### src/rtl/if_id_queue.sv
`default_nettype none
// ============================================================================
// Module      : if_id_queue
// Description : IF->ID pipeline stage with a DEPTH-entry instruction queue.
//               Optional empty-queue bypass enabled by macro IFQ_BYPASS_EN.
// Revision    : 1.0 - initial release
// ============================================================================
module if_id_queue #(
    parameter int ADDR_W = 32,
    parameter int INST_W = 32,
    parameter int DEPTH  = 4
) (
    input  logic                       clk,
    input  logic                       rst,
    input  logic [ADDR_W-1:0]          if_pc,
    input  logic [INST_W-1:0]          if_inst,
    input  logic                       if_valid,
    output logic                       if_ready,
    input  logic [5:0]                 stall,
    input  logic                       ex_b_flag,
    output logic [ADDR_W-1:0]          id_pc,
    output logic [INST_W-1:0]          id_inst,
    output logic                       id_valid,
    output logic [$clog2(DEPTH+1)-1:0] ifq_count
);

    localparam int PTR_W = $clog2(DEPTH);
    localparam int CNT_W = $clog2(DEPTH+1);
    localparam logic [CNT_W-1:0] C_DEPTH = CNT_W'(DEPTH);

    logic [ADDR_W-1:0] mem_pc_q   [DEPTH];
    logic [INST_W-1:0] mem_inst_q [DEPTH];

    logic [PTR_W-1:0]  wr_ptr_q, wr_ptr_d;
    logic [PTR_W-1:0]  rd_ptr_q, rd_ptr_d;
    logic [CNT_W-1:0]  count_q, count_d;
    logic [ADDR_W-1:0] id_pc_q, id_pc_d;
    logic [INST_W-1:0] id_inst_q, id_inst_d;
    logic              id_valid_q, id_valid_d;
    logic              mem_we;
    logic              push;
    logic              unused_stall;

    assign unused_stall = ^{stall[5:3], stall[0]};

    // Ready looks only at the registered count, so a same-cycle pop never frees a slot.
    assign if_ready = (count_q < C_DEPTH);
    assign push     = if_valid & if_ready & ~stall[1] & ~ex_b_flag;

    always_comb begin
        wr_ptr_d   = wr_ptr_q;
        rd_ptr_d   = rd_ptr_q;
        count_d    = count_q;
        id_pc_d    = id_pc_q;
        id_inst_d  = id_inst_q;
        id_valid_d = id_valid_q;
        mem_we     = 1'b0;

        if (ex_b_flag) begin
            wr_ptr_d   = '0;
            rd_ptr_d   = '0;
            count_d    = '0;
            id_pc_d    = '0;
            id_inst_d  = '0;
            id_valid_d = 1'b0;
        end else if (stall[2]) begin
            if (push) begin
                mem_we   = 1'b1;
                wr_ptr_d = wr_ptr_q + PTR_W'(1);
                count_d  = count_q + CNT_W'(1);
            end
        end else if (count_q != '0) begin
            id_pc_d    = mem_pc_q[rd_ptr_q];
            id_inst_d  = mem_inst_q[rd_ptr_q];
            id_valid_d = 1'b1;
            rd_ptr_d   = rd_ptr_q + PTR_W'(1);
            if (push) begin
                mem_we   = 1'b1;
                wr_ptr_d = wr_ptr_q + PTR_W'(1);
            end else begin
                count_d  = count_q - CNT_W'(1);
            end
        end else if (push) begin
`ifdef IFQ_BYPASS_EN
            id_pc_d    = if_pc;
            id_inst_d  = if_inst;
            id_valid_d = 1'b1;
`else
            // Enqueue first; ID sees a bubble this cycle and the entry next cycle.
            mem_we     = 1'b1;
            wr_ptr_d   = wr_ptr_q + PTR_W'(1);
            count_d    = count_q + CNT_W'(1);
            id_pc_d    = '0;
            id_inst_d  = '0;
            id_valid_d = 1'b0;
`endif
        end else begin
            id_pc_d    = '0;
            id_inst_d  = '0;
            id_valid_d = 1'b0;
        end
    end

    always_ff @(posedge clk or posedge rst) begin
        if (rst) begin
            wr_ptr_q   <= '0;
            rd_ptr_q   <= '0;
            count_q    <= '0;
            id_pc_q    <= '0;
            id_inst_q  <= '0;
            id_valid_q <= 1'b0;
        end else begin
            wr_ptr_q   <= wr_ptr_d;
            rd_ptr_q   <= rd_ptr_d;
            count_q    <= count_d;
            id_pc_q    <= id_pc_d;
            id_inst_q  <= id_inst_d;
            id_valid_q <= id_valid_d;
        end
    end

    // Storage needs no reset: an entry is only read after it has been written.
    always_ff @(posedge clk) begin
        if (mem_we) begin
            mem_pc_q[wr_ptr_q]   <= if_pc;
            mem_inst_q[wr_ptr_q] <= if_inst;
        end
    end

    assign id_pc     = id_pc_q;
    assign id_inst   = id_inst_q;
    assign id_valid  = id_valid_q;
    assign ifq_count = count_q;

endmodule
`default_nettype wire
### config.mk
export PLATFORM = sky130hd
export DESIGN_NAME = if_id_queue
export DESIGN_NICKNAME = d
export VERILOG_FILES = /design/src/rtl/if_id_queue.sv
export SDC_FILE = /design/constraint.sdc
export NUM_CORES = 1
export LEC_CHECK = 0
export ABC_AREA = 1
export ABC_CLOCK_PERIOD_IN_PS = 3750
export CORE_MARGIN = 2
export CORE_UTILIZATION = 50
export CTS_CLUSTER_SIZE = 30
export DETAILED_ROUTE_END_ITERATION = 7
export HOLD_SLACK_MARGIN = 0.1
export PLACE_DENSITY = 0.86
export SLEW_MARGIN = 40
export SYNTH_ARGS = -nofsm -noshare
export SYNTH_HDL_FRONTEND = slang
export SYNTH_SLANG_ARGS = --single-unit
export TNS_END_PERCENT = 100
### constraint.sdc
create_clock -name clk -period 3.75 [get_ports clk]
set_input_delay 0.9375 -clock clk [delete_from_list [all_inputs] [get_ports clk]]
set_output_delay 0.9375 -clock clk [all_outputs]
set_load 0.05 [all_outputs]
==> metrics.txt, run 1 <==
outcome=finished clean; die height=162 um; hpwl dp=14.4 mm; max_cap viols=0; Antenna Cells=0; vias per inst=5.41; worst path cell trace=inv_2 -> clkdlybuf4s50_1; Final Instance Area=15100 um2; Final Critical Period=2780 ps; Routed wire per std cell=18.1 um; dpl cell area=14100 um2; Max Root-Sink Buffers=3; die width=162 um; initial antenna violation count=1; worst hold slack=479 ps; DRT iter0 DRCs=728; IO buf count=138; Final nets=1177; mapped cell area=12400 um2; fillers=1799; Gate Count Post-Synth=963; ANT nets after route=0; synth warn=0; relative slew slack=46.3%; number of remaining DRC errors=0; final setup skew=11.4 ps; drt pass-1 iters=7; GR Overflow Total=0; Resized Gates After CTS=0; critical path's slowest cell=clkdlybuf4s50_1; vias in the first global route=8040; CP Launch Type=flop; GR peak layer=met2; kind of critical path=reg -> out; source of the worst hold timing path=id_inst[17]$_DFFE_PP0P_; TritonCTS clock tree=built; All-Layer GR Usage=20.2%; synthesis-stage register bit count=328; TritonCTS sink count=328; Worst Path Buf+Inv=2; max-slew violations=0; worst-path fanout max=5; Syn Area/Cell=12.9 um2; HP Class=reg -> reg; CP max stage delay=800 ps; Crit path max-delay family=buffers and inverters; Worst-Margin Slew=806 ps; final WL=26.2 mm; starting density of the core=51.0%; setup violators final=0; register area share after synthesis=76.2%; fraction of layout cells with a size suffix above 1=7.86%; Setup Fix Bufs, Post-CTS=0; reg-to-reg startpoint=rd_ptr_q[0]$_DFFE_PP0P_; Via Count=7812; pwr dens=670 nW/um2; first-pass GRT wire length=41.5 mm; RSZ-0062 raised after global routing=false; Static Leak=5.64 nW; core area=24400 um2; largest net degree at the start of global routing=106; Non-Filler Instances=1444; IO Pins=143; met3 usage=3.06%; period utilisation layout=74.2%; Required @ worst endpoint=2810 ps; Crit. End Element=output pin; CP arrival=1840 ps; clk slew on worst S/H paths=60 ps; global routing usage on met2=34.0%; GP Congestion=0.780; GR Layer Usage met1=27.2%; floorplan row count=57; clock latency at the later pin of the worst-skew pair=540 ps; final worst-path setup slack=968 ps; maximum VDD drop=425 uV; Post-Place Setup Slack=635 ps; placed cells=1386; Yosys cell types=22; max frequency=359 MHz; CTS Hold Bufs=0; critical path startpoint=ifq_count[2]$_DFFE_PP0P_; CTS root buffer=clkbuf_16; htree depth=1; full die area=26200 um2; total CTS buffers=31; area grow syn2layout=21.7%; Synth Net Count=1044; final hold violations=0
[state kept, by name (all words and copies together), names as in the netlist]
name / cells
id_inst: 32
id_pc: 32
id_valid: 1
ifq_count: 3
mem_inst_q: 128
mem_pc_q: 128
rd_ptr_q: 2
wr_ptr_q: 2
[report_power, final]
group	internal [mW]	switching [mW]	total [mW]
Clock	1.84	1.25	3.10
Combinational	0.844	1.83	2.67
Sequential	4.17	0.201	4.37
Total	6.86	3.28	10.1
[synthesized netlist by cell type (all sizes together)]
| library cell | instances | area share (%) |
|---|---|---|
| a21boi | 1 | 0.060 |
| a21oi | 3 | 0.12 |
| a31oi | 1 | 0.050 |
| buf | 33 | 2.1 |
| clkbuf | 22 | 0.66 |
| dfrtp | 72 | 14 |
| edfxtp | 256 | 62 |
| ha | 7 | 0.70 |
| inv | 18 | 0.56 |
| nand2 | 212 | 6.4 |
| nand3 | 6 | 0.24 |
| nor2 | 136 | 4.1 |
| o21ai | 132 | 5.5 |
| o22ai | 64 | 3.2 |
[final cells by class]
type / instances / area, um2 / area share [%]
Sequential cell: 328 / 9490 / 62.7
Multi-Input combinational cell: 562 / 2590 / 17.1
Timing Repair Buffer: 155 / 1560 / 10.3
Clock buffer: 39 / 836 / 5.52
Tap cell: 324 / 405 / 2.68
Clock inverter: 18 / 186 / 1.23
Inverter: 18 / 73.8 / 0.488
[cell families (layout without fill, tap and decap cells)]
logic type,count (synthesis),after routing,share of synthesized area [%]
DFF,328,328,76.2
buffers and inverters,73,230,3.28
adders and majority gates,7,7,0.704
AOI/OAI and AO/OA,201,201,9.00
and+or+nand+nor,354,354,10.8
[tightest hold or removal path: stages (launching register included)]
cell and delay (ps):
dfrtp_1 340, nand2_1 50, nand2_1 50
[routing by layer]
| layer | part of all wire [%] | wire length (um) | vias up |
|---|---|---|---|
| met4 | 2.2 | 570 | 2 |
| met2 | 49 | 12900 | 295 |
| li1 | - | - | 3662 |
| met3 | 6.6 | 1730 | 52 |
| met5 | 0.050 | 13 | - |
| met1 | 42 | 10900 | 3801 |
[per-stage QoR]
step	setup TNS, ps	util, %	total power, mW
after CTS	0	62.0	10.2
after detailed placement	0	57.8	7.09
after floorplan	-174770	-	6.34
final	0	62.1	10.1
after global routing	0	62.1	10.6
after global placement	0	57.8	7.00
[path summary, 6_finish.rpt]
| path | to | slack [ps] | cells past startpoint |
|---|---|---|---|
| hold reg to reg | id_inst[17]$_DFFE_PP0P_ | 480 | 2 |
| setup / recovery | if_ready | 970 | 2 |
| max in group asynchronous | id_pc[13]$_DFFE_PP0P_ | 2290 | 3 |
| hold / removal | id_inst[17]$_DFFE_PP0P_ | 480 | 2 |
| setup reg to reg | id_pc[21]$_DFFE_PP0P_ | 1500 | 6 |
| min in group asynchronous | rd_ptr_q[0]$_DFFE_PP0P_ | 790 | 2 |
[cells in the final DEF (no fill, tap or decap), types with 13 or more instances in the layout]
cell type / netlist / layout
edfxtp_1: 256 / 256
nand2_1: 210 / 210
clkdlybuf4s50_1: 0 / 138
nor2_1: 136 / 131
o21ai_0: 86 / 86
dfrtp_1: 72 / 70
o22ai_1: 64 / 64
o21ai_1: 38 / 38
clkbuf_16: 0 / 31
buf_4: 2 / 13
No activity file was read; power rests on OpenSTA's default activity.
==> run 2: changes to the inputs <==
--- a/config.mk
+++ b/config.mk
@@ -6,13 +6,13 @@
 export NUM_CORES = 1
 export LEC_CHECK = 0
 export ABC_AREA = 1
-export ABC_CLOCK_PERIOD_IN_PS = 3750
+export ABC_CLOCK_PERIOD_IN_PS = 2900
 export CORE_MARGIN = 2
-export CORE_UTILIZATION = 50
+export CORE_UTILIZATION = 55
 export CTS_CLUSTER_SIZE = 30
 export DETAILED_ROUTE_END_ITERATION = 7
 export HOLD_SLACK_MARGIN = 0.1
-export PLACE_DENSITY = 0.86
+export PLACE_DENSITY = 0.89
 export SLEW_MARGIN = 40
 export SYNTH_ARGS = -nofsm -noshare
 export SYNTH_HDL_FRONTEND = slang
==> constraint.sdc (replaced) <==
create_clock -name clk -period 2.9 [get_ports clk]
set_input_delay 0.725 -clock clk [delete_from_list [all_inputs] [get_ports clk]]
set_output_delay 0.725 -clock clk [all_outputs]
set_load 0.05 [all_outputs]
==> run 2 against run 1 <==
Compared with the run above: routed wire length is 2.0% higher; clock-buffer cell count is 4 higher; combinational power is 35% higher; design area is 0.31% higher; clock skew is 2.4 ps higher; worst setup slack worse by 640 ps; sequential cell count stayed put; critical path type unchanged; non-clock buffer count is 3 higher; sequential power is 27% higher; sequential share of layout area is 0.19 points lower; final cell count is 2.5% lower; highest routed layer is now met4.
==> metrics.txt, run 2 (same netlist as run 1, synthesis figures left out) <==
final setup skew=13.9 ps (+2.44 ps); TritonCTS clock tree=built; max frequency=389 MHz; vias per inst=5.63 (+4.1%); full die area=23800 um2 (-8.9%); fraction of layout cells with a size suffix above 1=7.93% (+0.075 points); commonest non-fill, non-tap cells in the layout=256 x edfxtp_1, 210 x nand2_1, 138 x clkdlybuf4s50_1; Static Leak=5.66 nW (+0.29%); die width=154 um (-4.5%); maximum VDD drop=506 uV (+19%); CTS root buffer=clkbuf_16; htree depth=1 (unchanged); top flop regs=mem_inst_q (128), mem_pc_q (128); total CTS buffers=30 (-3.2%); DRT iter0 DRCs=683 (-6.2%); kind of critical path=reg -> out; final WL=26.7 mm (+2.0%); IO buf count=138 (unchanged); hpwl dp=15.3 mm (+6.1%); first-pass GRT wire length=41.8 mm (+0.86%); starting density of the core=55.5% (+4.5 points); CP arrival=1840 ps (about the same); core area=22400 um2 (-8.0%); Via Count=7930 (+1.5%); most common cell after layout, fill and taps aside=edfxtp_1; vias in the first global route=8190 (+1.9%); setup violators final=0 (unchanged); Resized Gates After CTS=0 (unchanged); GR Overflow Total=0 (unchanged); IO Pins=143 (unchanged); CP Launch Type=flop; Required @ worst endpoint=2170 ps (-640 ps); CTS Hold Bufs=0 (unchanged); Worst-Margin Slew=724 ps (-81.9 ps); max_cap viols=0 (unchanged); setup TNS=0 ps (unchanged); outcome=finished clean; largest net degree at the start of global routing=131 (+24%); initial antenna violation count=1 (unchanged); floorplan row count=55 (-3.5%); Final Critical Period=2570 ps; Final nets=1179 (+0.17%); relative slew slack=51.7% (+5.5 points); Finished Core Util=67.7% (+5.6 points); Power, Total=12.9 mW (+28%); RSZ-0062 raised after global routing=false; period utilisation layout=88.6%; All-Layer GR Usage=22.3% (+2.2 points); TritonCTS sink count=328 (unchanged); GP Congestion=0.780 (about the same); Crit. End Element=output pin; Routed wire per std cell=18.9 um (+4.6%); final hold violations=0 (unchanged); pwr dens=852 nW/um2 (+27%); drt pass-1 iters=5 (-2); Setup Fix Bufs, Post-CTS=0 (unchanged); Max Root-Sink Buffers=3 (unchanged); max-slew violations=0 (unchanged); clock latency at the later pin of the worst-skew pair=540 ps (about the same); area grow syn2layout=22.0%; clk slew on worst S/H paths=60 ps (about the same); number of remaining DRC errors=0 (unchanged); HP Class=reg -> reg; ANT nets after route=0 (unchanged); worst-path fanout max=5 (unchanged); die height=154 um (-4.5%)
==> run 2: cell type report <==
type,instances,area (um2)
inverters,18,71.3
repair buffers,158,1720
multi-input cells,562,2590
flip-flops and latches,328,9490
clock inverters,13,86.3
fillers,1433,7250
diodes,1,2.50
well taps,285,357
clock buffers,43,871
==> run 2: through the flow <==
step                      cells  area [um2]  hold WS [ps]  worst slack, ps
after floorplan             963       12500           573             -388
after global placement     1351       14200           462              479
after detailed placement   1351       14200           464              458
after CTS                  1407       15200           481              316
after global routing       1408       15200           504              265
final                      1408       15200           478              332
==> run 2: critical path, stage by stage, from the launching register on <==
cell	delay, ps
dfrtp_1	400
inv_2	100
clkdlybuf4s50_1	810
==> run 2: worst paths after layout <==
| check | from | end | slack (ps) | cells past startpoint |
|---|---|---|---|---|
| max in group asynchronous | rst | id_pc[9]$_DFFE_PP0P_ | 1700 | 3 |
| min | id_pc[29]$_DFFE_PP0P_ | id_pc[29]$_DFFE_PP0P_ | 480 | 2 |
| min reg2reg | id_pc[29]$_DFFE_PP0P_ | id_pc[29]$_DFFE_PP0P_ | 480 | 2 |
| max reg2reg | ifq_count[0]$_DFFE_PP0P_ | id_pc[3]$_DFFE_PP0P_ | 1020 | 10 |
| min in group asynchronous | rst | ifq_count[2]$_DFFE_PP0P_ | 570 | 2 |
| max | ifq_count[2]$_DFFE_PP0P_ | if_ready | 330 | 2 |
==> run 2: routing by layer <==
layer | vias up | share of wire, % | wire (um) | GRT usage, %
met1 | 3868 | 40 | 10600 | 28.6
met2 | 351 | 51 | 13600 | 39.1
met3 | 39 | 7.7 | 2050 | 3.89
li1 | 3672 | - | - | -
met4 | 0 | 1.7 | 447 | 7.28
met5 | - | 0 | 0 | 0
==> run 2: power by group <==
group          switching [mW]  leakage [nW]  total, mW  internal, mW
Sequential              0.177          3.28       5.57          5.39
Clock                    1.60         0.472       3.76          2.17
Combinational            2.47          1.90       3.60          1.13
Total                    4.25          5.66       12.9          8.69
==> run 3: changes to the inputs <==
--- a/config.mk
+++ b/config.mk
@@ -7,12 +7,14 @@
 export LEC_CHECK = 0
 export ABC_AREA = 1
 export ABC_CLOCK_PERIOD_IN_PS = 2900
+export CAP_MARGIN = 20
 export CORE_MARGIN = 2
 export CORE_UTILIZATION = 55
 export CTS_CLUSTER_SIZE = 30
 export DETAILED_ROUTE_END_ITERATION = 7
 export HOLD_SLACK_MARGIN = 0.1
 export PLACE_DENSITY = 0.89
+export SETUP_SLACK_MARGIN = 0.02
 export SLEW_MARGIN = 40
 export SYNTH_ARGS = -nofsm -noshare
 export SYNTH_HDL_FRONTEND = slang
==> results of run 3 <==
The final DEF is identical to that of run 2; final timing and power are the same.
